--- config.mk ---
export PLATFORM = sky130hd
export DESIGN_NAME = async_receiver_core
export DESIGN_NICKNAME = d
export VERILOG_FILES = /design/src/rtl/uart_pkg.sv /design/src/rtl/uart_baud_tick.sv /design/src/rtl/async_receiver_core.sv
export SDC_FILE = /design/constraint.sdc
export NUM_CORES = 1
export LEC_CHECK = 0
export CAP_MARGIN = 10
export CORE_MARGIN = 10
export CORE_UTILIZATION = 25
export DETAILED_ROUTE_END_ITERATION = 16
export SYNTH_ARGS = -nofsm -noshare
export SYNTH_HDL_FRONTEND = slang
export SYNTH_HIERARCHICAL = 1
export SYNTH_SLANG_ARGS = --single-unit
--- constraint.sdc ---
create_clock -name clk -period 5.2 [get_ports clk]
set_input_delay 0.78 -clock clk [delete_from_list [all_inputs] [get_ports clk]]
set_output_delay 0.78 -clock clk [all_outputs]
set_load 0.01 [all_outputs]
--- src/rtl/uart_pkg.sv ---
// Shared definitions for the async serial link: receiver FSM states, frame width,
// default oversampling rate and the 3-sample majority vote.
package uart_pkg;

  localparam int unsigned DATA_BITS          = 8;
  localparam int unsigned DEFAULT_OVERSAMPLE = 16;

  typedef enum logic [2:0] {
    StIdle,
    StStart,
    StData,
    StStop,
    StBreak
  } rx_state_e;

  function automatic logic majority3(input logic a, input logic b, input logic c);
    return (a & b) | (a & c) | (b & c);
  endfunction

endpackage

--- src/rtl/uart_baud_tick.sv ---
// Oversample tick generator: one-clock pulse every DIV clocks, held in phase 0 while clr is high.
module uart_baud_tick #(
  parameter int unsigned DIV = 1
) (
  input  logic clk,
  input  logic rst_n,
  input  logic clr,
  output logic tick
);

  localparam int unsigned CntW = (DIV > 1) ? $clog2(DIV) : 1;
  localparam logic [CntW-1:0] CntLast = CntW'(DIV - 1);

  logic [CntW-1:0] cnt_q, cnt_d;

  always_comb begin
    cnt_d = cnt_q;
    if (clr || (cnt_q == CntLast)) begin
      cnt_d = '0;
    end else begin
      cnt_d = cnt_q + 1'b1;
    end
  end

  assign tick = ~clr & (cnt_q == CntLast);

  always_ff @(posedge clk or negedge rst_n) begin
    if (!rst_n) begin
      cnt_q <= '0;
    end else begin
      cnt_q <= cnt_d;
    end
  end

endmodule

--- src/rtl/async_receiver_core.sv ---
// 8N1 UART receiver: 2-FF synchroniser, oversampled majority-vote bit recovery,
// early stop-bit acceptance and a one-deep valid/ready output register.
module async_receiver_core
  import uart_pkg::*;
#(
  parameter int unsigned CLK_HZ     = 50_000_000,
  parameter int unsigned BAUD       = 115200,
  parameter int unsigned OVERSAMPLE = DEFAULT_OVERSAMPLE
) (
  input  logic                 clk,
  input  logic                 rst_n,
  input  logic                 rxd,
  output logic [DATA_BITS-1:0] rx_data,
  output logic                 rx_valid,
  input  logic                 rx_ready,
  output logic                 frame_err,
  output logic                 overrun,
  output logic                 busy
);

  localparam int unsigned SmpRate = BAUD * OVERSAMPLE;
  localparam int unsigned DIV     = (CLK_HZ + SmpRate / 2) / SmpRate;
  localparam int unsigned M       = OVERSAMPLE / 2;
  localparam int unsigned CntW    = $clog2(OVERSAMPLE);
  localparam int unsigned BitW    = $clog2(DATA_BITS);

  localparam logic [CntW-1:0] SmpLo   = CntW'(M - 1);
  localparam logic [CntW-1:0] SmpMid  = CntW'(M);
  localparam logic [CntW-1:0] SmpHi   = CntW'(M + 1);
  localparam logic [CntW-1:0] SmpLast = CntW'(OVERSAMPLE - 1);
  localparam logic [BitW-1:0] BitLast = BitW'(DATA_BITS - 1);

  if (DIV < 1) begin : gen_div_err
    $error("async_receiver_core: clock too slow for BAUD*OVERSAMPLE (DIV < 1)");
  end
  if ((OVERSAMPLE < 8) || (OVERSAMPLE % 2 != 0)) begin : gen_os_err
    $error("async_receiver_core: OVERSAMPLE must be even and >= 8");
  end

  logic                 sync1_q, sync2_q, rxd_s;
  rx_state_e            state_q, state_d;
  logic [CntW-1:0]      smp_cnt_q, smp_cnt_d;
  logic [BitW-1:0]      bit_idx_q, bit_idx_d;
  logic [1:0]           smp_q, smp_d;
  logic [DATA_BITS-1:0] shift_q, shift_d;
  logic [DATA_BITS-1:0] rx_data_q, rx_data_d;
  logic                 rx_valid_q, rx_valid_d;
  logic                 frame_err_q, frame_err_d;
  logic                 overrun_q, overrun_d;
  logic                 tick, vote, stop_good;

  assign rxd_s = sync2_q;

  uart_baud_tick #(
    .DIV (DIV)
  ) u_baud_tick (
    .clk   (clk),
    .rst_n (rst_n),
    .clr   (state_q == StIdle),
    .tick  (tick)
  );

  // smp_q holds samples M-1 and M; the live line is the third vote at M+1.
  assign vote = majority3(smp_q[0], smp_q[1], rxd_s);

  always_comb begin
    state_d     = state_q;
    smp_cnt_d   = smp_cnt_q;
    bit_idx_d   = bit_idx_q;
    smp_d       = smp_q;
    shift_d     = shift_q;
    rx_data_d   = rx_data_q;
    rx_valid_d  = rx_valid_q;
    frame_err_d = 1'b0;
    overrun_d   = 1'b0;
    stop_good   = 1'b0;

    if (tick && (state_q != StIdle) && (state_q != StBreak)) begin
      if (smp_cnt_q == SmpLo)  smp_d[0] = rxd_s;
      if (smp_cnt_q == SmpMid) smp_d[1] = rxd_s;
      smp_cnt_d = (smp_cnt_q == SmpLast) ? '0 : smp_cnt_q + 1'b1;
    end

    unique case (state_q)
      StIdle: begin
        smp_cnt_d = '0;
        if (!rxd_s) state_d = StStart;
      end
      StStart: begin
        if (tick) begin
          if ((smp_cnt_q == SmpHi) && vote) begin
            state_d = StIdle;
          end else if (smp_cnt_q == SmpLast) begin
            state_d   = StData;
            bit_idx_d = '0;
          end
        end
      end
      StData: begin
        if (tick) begin
          if (smp_cnt_q == SmpHi) shift_d = {vote, shift_q[DATA_BITS-1:1]};
          if (smp_cnt_q == SmpLast) begin
            if (bit_idx_q == BitLast) state_d = StStop;
            else                      bit_idx_d = bit_idx_q + 1'b1;
          end
        end
      end
      StStop: begin
        // Decide at the vote instead of waiting out the bit, tolerating a fast transmitter.
        if (tick && (smp_cnt_q == SmpHi)) begin
          if (vote) begin
            stop_good = 1'b1;
            state_d   = StIdle;
          end else begin
            frame_err_d = 1'b1;
            state_d     = StBreak;
          end
        end
      end
      StBreak: begin
        if (rxd_s) state_d = StIdle;
      end
      default: state_d = StIdle;
    endcase

    if (rx_valid_q && rx_ready) rx_valid_d = 1'b0;
    if (stop_good) begin
      if (!rx_valid_q || rx_ready) begin
        rx_data_d  = shift_q;
        rx_valid_d = 1'b1;
      end else begin
        overrun_d = 1'b1;
      end
    end
  end

  always_ff @(posedge clk or negedge rst_n) begin
    if (!rst_n) begin
      sync1_q     <= 1'b1;
      sync2_q     <= 1'b1;
      state_q     <= StIdle;
      smp_cnt_q   <= '0;
      bit_idx_q   <= '0;
      smp_q       <= '0;
      shift_q     <= '0;
      rx_data_q   <= '0;
      rx_valid_q  <= 1'b0;
      frame_err_q <= 1'b0;
      overrun_q   <= 1'b0;
    end else begin
      sync1_q     <= rxd;
      sync2_q     <= sync1_q;
      state_q     <= state_d;
      smp_cnt_q   <= smp_cnt_d;
      bit_idx_q   <= bit_idx_d;
      smp_q       <= smp_d;
      shift_q     <= shift_d;
      rx_data_q   <= rx_data_d;
      rx_valid_q  <= rx_valid_d;
      frame_err_q <= frame_err_d;
      overrun_q   <= overrun_d;
    end
  end

  assign rx_data   = rx_data_q;
  assign rx_valid  = rx_valid_q;
  assign frame_err = frame_err_q;
  assign overrun   = overrun_q;
  assign busy      = (state_q != StIdle);

endmodule

# Word level (Yosys, flattened, before mapping)
# Index checks and enable logic that the tools add are counted.
# totals
register_bits	38
# classes
eq_ne	22
addsub	3
bitwise	7
muxes	33
reduce_logical	18
# op_table
operator	n
$mux 3	16
$ne 2x2->1 const B	10
$pmux 3 s5	1
$eq 4x4->1 const B	3
$mux 4	3
$mux 1	11
$reduce_and 8->1	1
$reduce_and 7->1	1
$eq 3x2->1 const B	2
$eq 3x3->1 const B	2
$ne 3x3->1 const B	2
$pmux 3 s2	1
$reduce_and 2->1	3
$add 5x1->5 const B	1
$eq 5x5->1 const B	1
$logic_and 1x1->1	5
$mux 5	1
$add 4x1->4 const B	1
$and 1x1->1	4
$eq 4x3->1 const B	1
$reduce_bool 2->1	2
$add 3x1->3 const B	1
$eq 3x1->1 const B	1
$logic_not 3->1	1
6 further kinds	8

# Depth between registers and ports, before layout
# depth
word_depth	7
depth_mapped	10

# Modules after synthesis
# The synthesis kept the hierarchy.
# modules_own_cells
mod	seq_area_each_um2	area_per_inst_um2	cells_per_inst	n_inst
async_receiver_core	828.3	1620.3	126	1
uart_baud_tick	125.1	275.3	23	1

# Least setup slack after synthesis
# No wires, ideal clock.
# synth_path
path_type	register -> register
from	register state_q[0]
to	register rx_data_q[0], in the netlist rx_data[0]
t_required_ns	5.075
arrival_ns	2.204
setup_ns	0.125
stages_incl_launch_ff	9
setup_slack_ns	2.871
cell_sequence	dfrtp_1 buf_4 nor3_1 nor2b_1 and4b_1 nand4_2 nand2b_4 buf_6 mux2_4
# synth_between
elab_chain_len	7
elab_cells_between_ends	8
# synth_lines
item	line_no	source
start, declared	async_receiver_core.sv:41	rx_state_e state_q, state_d;
start signal, assigned	async_receiver_core.sv:141	state_q <= StIdle;
start signal, assigned	async_receiver_core.sv:153	state_q <= state_d;
$logic_not 3->1	async_receiver_core.sv:59	.clr (state_q == StIdle),
$not 1->1	uart_baud_tick.sv:25	assign tick = ~clr & (cnt_q == CntLast);
$and 1x1->1	uart_baud_tick.sv:25	
via tick	async_receiver_core.sv:50	logic tick, vote, stop_good;
$logic_and 1x1->1	async_receiver_core.sv:110	if (tick && (smp_cnt_q == SmpHi)) begin
$mux 1	async_receiver_core.sv:110	
$mux 1	async_receiver_core.sv:84	unique case (state_q)
$reduce_and 2->1 (no source line)	-	
end signal, assigned	async_receiver_core.sv:158	rx_data_q <= rx_data_d;
end, declared	async_receiver_core.sv:46	logic [DATA_BITS-1:0] rx_data_q, rx_data_d;
# The timed path passes the listed nets, and every way through them passes these cells.
# A chain may end at the register's enable or synchronous reset.

# Final worst setup path
# layout_path
from	register state_q[0]
to	output busy
# layout_between
elab_chain_len	1
# layout_lines
item	line_no	source
$reduce_bool 3->1	async_receiver_core.sv:169	assign busy = (state_q != StIdle);
end, declared	async_receiver_core.sv:18	output logic busy
# No other way between the ends.

==> flow_summary_export.csv <==
group,metric,value,unit
placement,pre_cts_ws,2.51,ns
timing,setup_violations,0,
placement,io_buffers,15,
cts,insertion_delay,0.29,ns
detailed_routing,ant_nets,0,
logic_synthesis,synth.area.top_cells,"dfrtp_1 48%, mux2_4 7.9%, mux2_2 5.9%, ha_1 4.6%, dfstp_2 2.8%",
min_path,whs_path_depth,0,
logic_synthesis,yosysSeqAreaShare,50.3,%
cts,cts_resized,0,
timing,relSlewSlack,40.6,%
logic_synthesis,synth_cell_types,49,
pwr,p_per_area,268,nW/µm²
cts,root_buffer,"clkbuf_8",
pwr,finalPower,601,µW
logic_synthesis,yosys.area.top_type_share,47.5,%
worst_setup_path,r2r_start,"state_q[0]",
global_route,grt_use_met3,2.75,%
worst_setup_path,cp_top_family,"simple AND/OR/NAND/NOR gates",
logic_synthesis,synth_most_common_cell,"dfrtp_1",
logic_synthesis,syn_nets,160,
global_route,grtUsageMet1,7.25,%
placement,hpwl,2180,µm
global_route,grtUsageMet2,7.90,%
cts,tritoncts,"yes",
die,die_y,107,µm
global_route,grt_pass1_vias,1081,
logic_synthesis,synth-seq-cells,38,
worst_setup_path,crit_required,4.42,ns
detailed_routing,vias,1150,
final_layout,fill_cells,727,
logic_synthesis,synth_edf_count,0,
pwr,p_leak,0.00109,µW
min_path,hold_path.class,"reg -> reg",
logic_synthesis,syn_area,1900,µm²
final_layout,area_growth,18.4,%
global_route,grt_overflow,0,
logic_synthesis,synth.yosys.warnings,6,
min_path,min-delay-start,"sync1_q",
pwr,vdd_drop_max,0.133,mV
timing,fin_crit,2.95,ns
timing,rsz0062_at_grt,"false",
die,coreArea,7330,µm²
timing,max_freq,339,MHz
worst_setup_path,crit_path_cell_trace,"nor3_1 -> inv_1 -> clkdlybuf4s50_1",
final_layout,insertedDiodeCount,0,
final_layout,final_nets,176,
die,num_rows,31,
worst_setup_path,cp_max_fo,13,
global_route,grt_max_degree,39,
timing,hold_violations,0,
global_route,grt_util_all_layers,5.66,%
cts,postCtsHoldBufs,0,
worst_setup_path,slowest_stage,"nor3_1",
logic_synthesis,async_flop_share,100,%
cts,post_cts_buffers,0,
worst_setup_path,cp-start-kind,"flip-flop",
detailed_routing,drtIter0Drc,77,
logic_synthesis,synth_ff_type,"dfrtp_1",
logic_synthesis,synth_area_leader_cell,"dfrtp_1",
global_route,grt_pass1_wl,5240,µm
worst_setup_path,timing.critical_path.buf_inv,2,
die,start_util,25.9,%
die,die_w,107,µm
detailed_routing,wl_per_cell,11.7,µm
worst_setup_path,arrival,2.17,ns
detailed_routing,drc,0,
final_layout,drive_above_1_share,25.9,%
cts,clock_path_buffers,2,
final_layout,final_area,2240,µm²
detailed_routing,first_pass_iters,4,
placement,place.gp.congestion,0.775,
global_route,grt-busiest-layer,"met2",
timing,worstMarginPinSlew,0.883,ns
final_layout,final_core_util,30.6,%
detailed_routing,vias_per_cell,4.34,
placement,place_area,2110,µm²
worst_setup_path,path_class,"reg -> out",
worst_setup_path,reg2reg_depth,6,
detailed_routing,routed_wl,3110,µm
die,dieArea,11500,µm²
cts,clk_pin_slew,0.07,ns
min_path,hold_end,"rxd_s",
global_route,antenna_found_initial,0,
cts,ctsHtreeMaxLevel,2,
flow_run,drv_cap,0,
worst_setup_path,ff2ff_setup_slack,2.54,ns
timing,fin_setup_tns,0,ns
status,status,"completed",
timing,finClkSkew,0.00929,ns
worst_setup_path,cp-end-kind,"output pin",
worst_setup_path,worst_path_largest_cell_delay,0.78,ns
cts,cts_buffers,5,
logic_synthesis,syn_inst,149,
timing,slew_violations,0,
logic_synthesis,synth.top_cells.by_count,"36 x dfrtp_1, 10 x mux2_2, 10 x mux2_4",
die,ioPinCount,16,
worst_setup_path,rr_endpoint,"rx_data[6]",
timing,finalCritPeriodShare,56.8,%
logic_synthesis,avgSynthCellArea,12.7,µm²
timing,layout_setup_ws,2.25,ns
cts,cts.sinks,38,
==> registers in the layout, summed over array words and instances, names as in the netlist, 2 cells and up <==
signal and count:
u_baud_tick/cnt_q 5, state_q 3, smp_cnt_q 4, smp_q 2, shift_q 8, bit_idx_q 3
rx_data 8
==> cell usage in the layout, fill, tap and decap left out, drive strengths merged, types with 2 or more instances in the layout <==
master	count
o31ai	2
mux2i	2
mux2	20
clkbuf	5
dfrtp	36
nand2	8
nor2	7
and4	2
o21bai	2
bufinv	2
a21oi	4
nor4	2
nor3	6
inv	7
and4b	2
dfstp	2
xnor2	2
ha	7
o21ai	5
nand4	2
or3b	2
xor2	2
nand2b	2
clkdlybuf4s50	14
==> where the power goes <==
group          internal, µW  switching (µW)
Sequential              297           0.750
Clock                   192             104
Combinational          1.85            5.81
Total                   491             110
==> kinds of logic after synthesis <==
logic type / synth area share [%]
AOI/OAI and AO/OA: 8.32
adders and majority gates: 5.21
DFF: 50.3
xor gates and xnor gates: 1.85
muxes: 14.9
buffers and inverters: 4.42
and+or+nand+nor: 15.0
==> worst max path at each step <==
stage / startpoint / end / slack, ns / cells after the start
after global routing: state_q[0] / busy / 2.05 / 3
after detailed placement: state_q[0] / busy / 2.51 / 3
after CTS: state_q[0] / busy / 2.20 / 3
final: state_q[0] / busy / 2.25 / 3
after floorplan: state_q[0] / rx_data[0] / 2.87 / 8
after global placement: state_q[0] / busy / 2.63 / 3
==> worst register-to-register path: cells and delay by family, from the launching register on <==
| kind | cells | cell delay (ns) |
|---|---|---|
| DFF | 1 | 0.52 |
| and+or+nand+nor | 5 | 1.70 |
| muxes | 1 | 0.32 |
==> cell type report <==
type	count	area, µm²	area share (%)
clock buffer	5	68.8	3.07
inverter	7	26.3	1.17
sequential	38	953	42.5
tap	99	124	5.52
multi-input combinational	98	858	38.2
timing repair buffer	15	145	6.47
clock inverter	3	68.8	3.07
==> per-stage QoR <==
step	hold slack, ns	std cells
after floorplan	0.345	149
after global routing	0.361	265
final	0.357	265
after CTS	0.358	265
after global placement	0.345	257
after detailed placement	0.347	257
==> per-layer routing <==
layer  part of all wire (%)  wire [µm]
met2                     42       1310
met5                      0          0
met4                   0.48         15
met1                     50       1560
met3                    7.4        231
(Power assumes the default switching activity.)
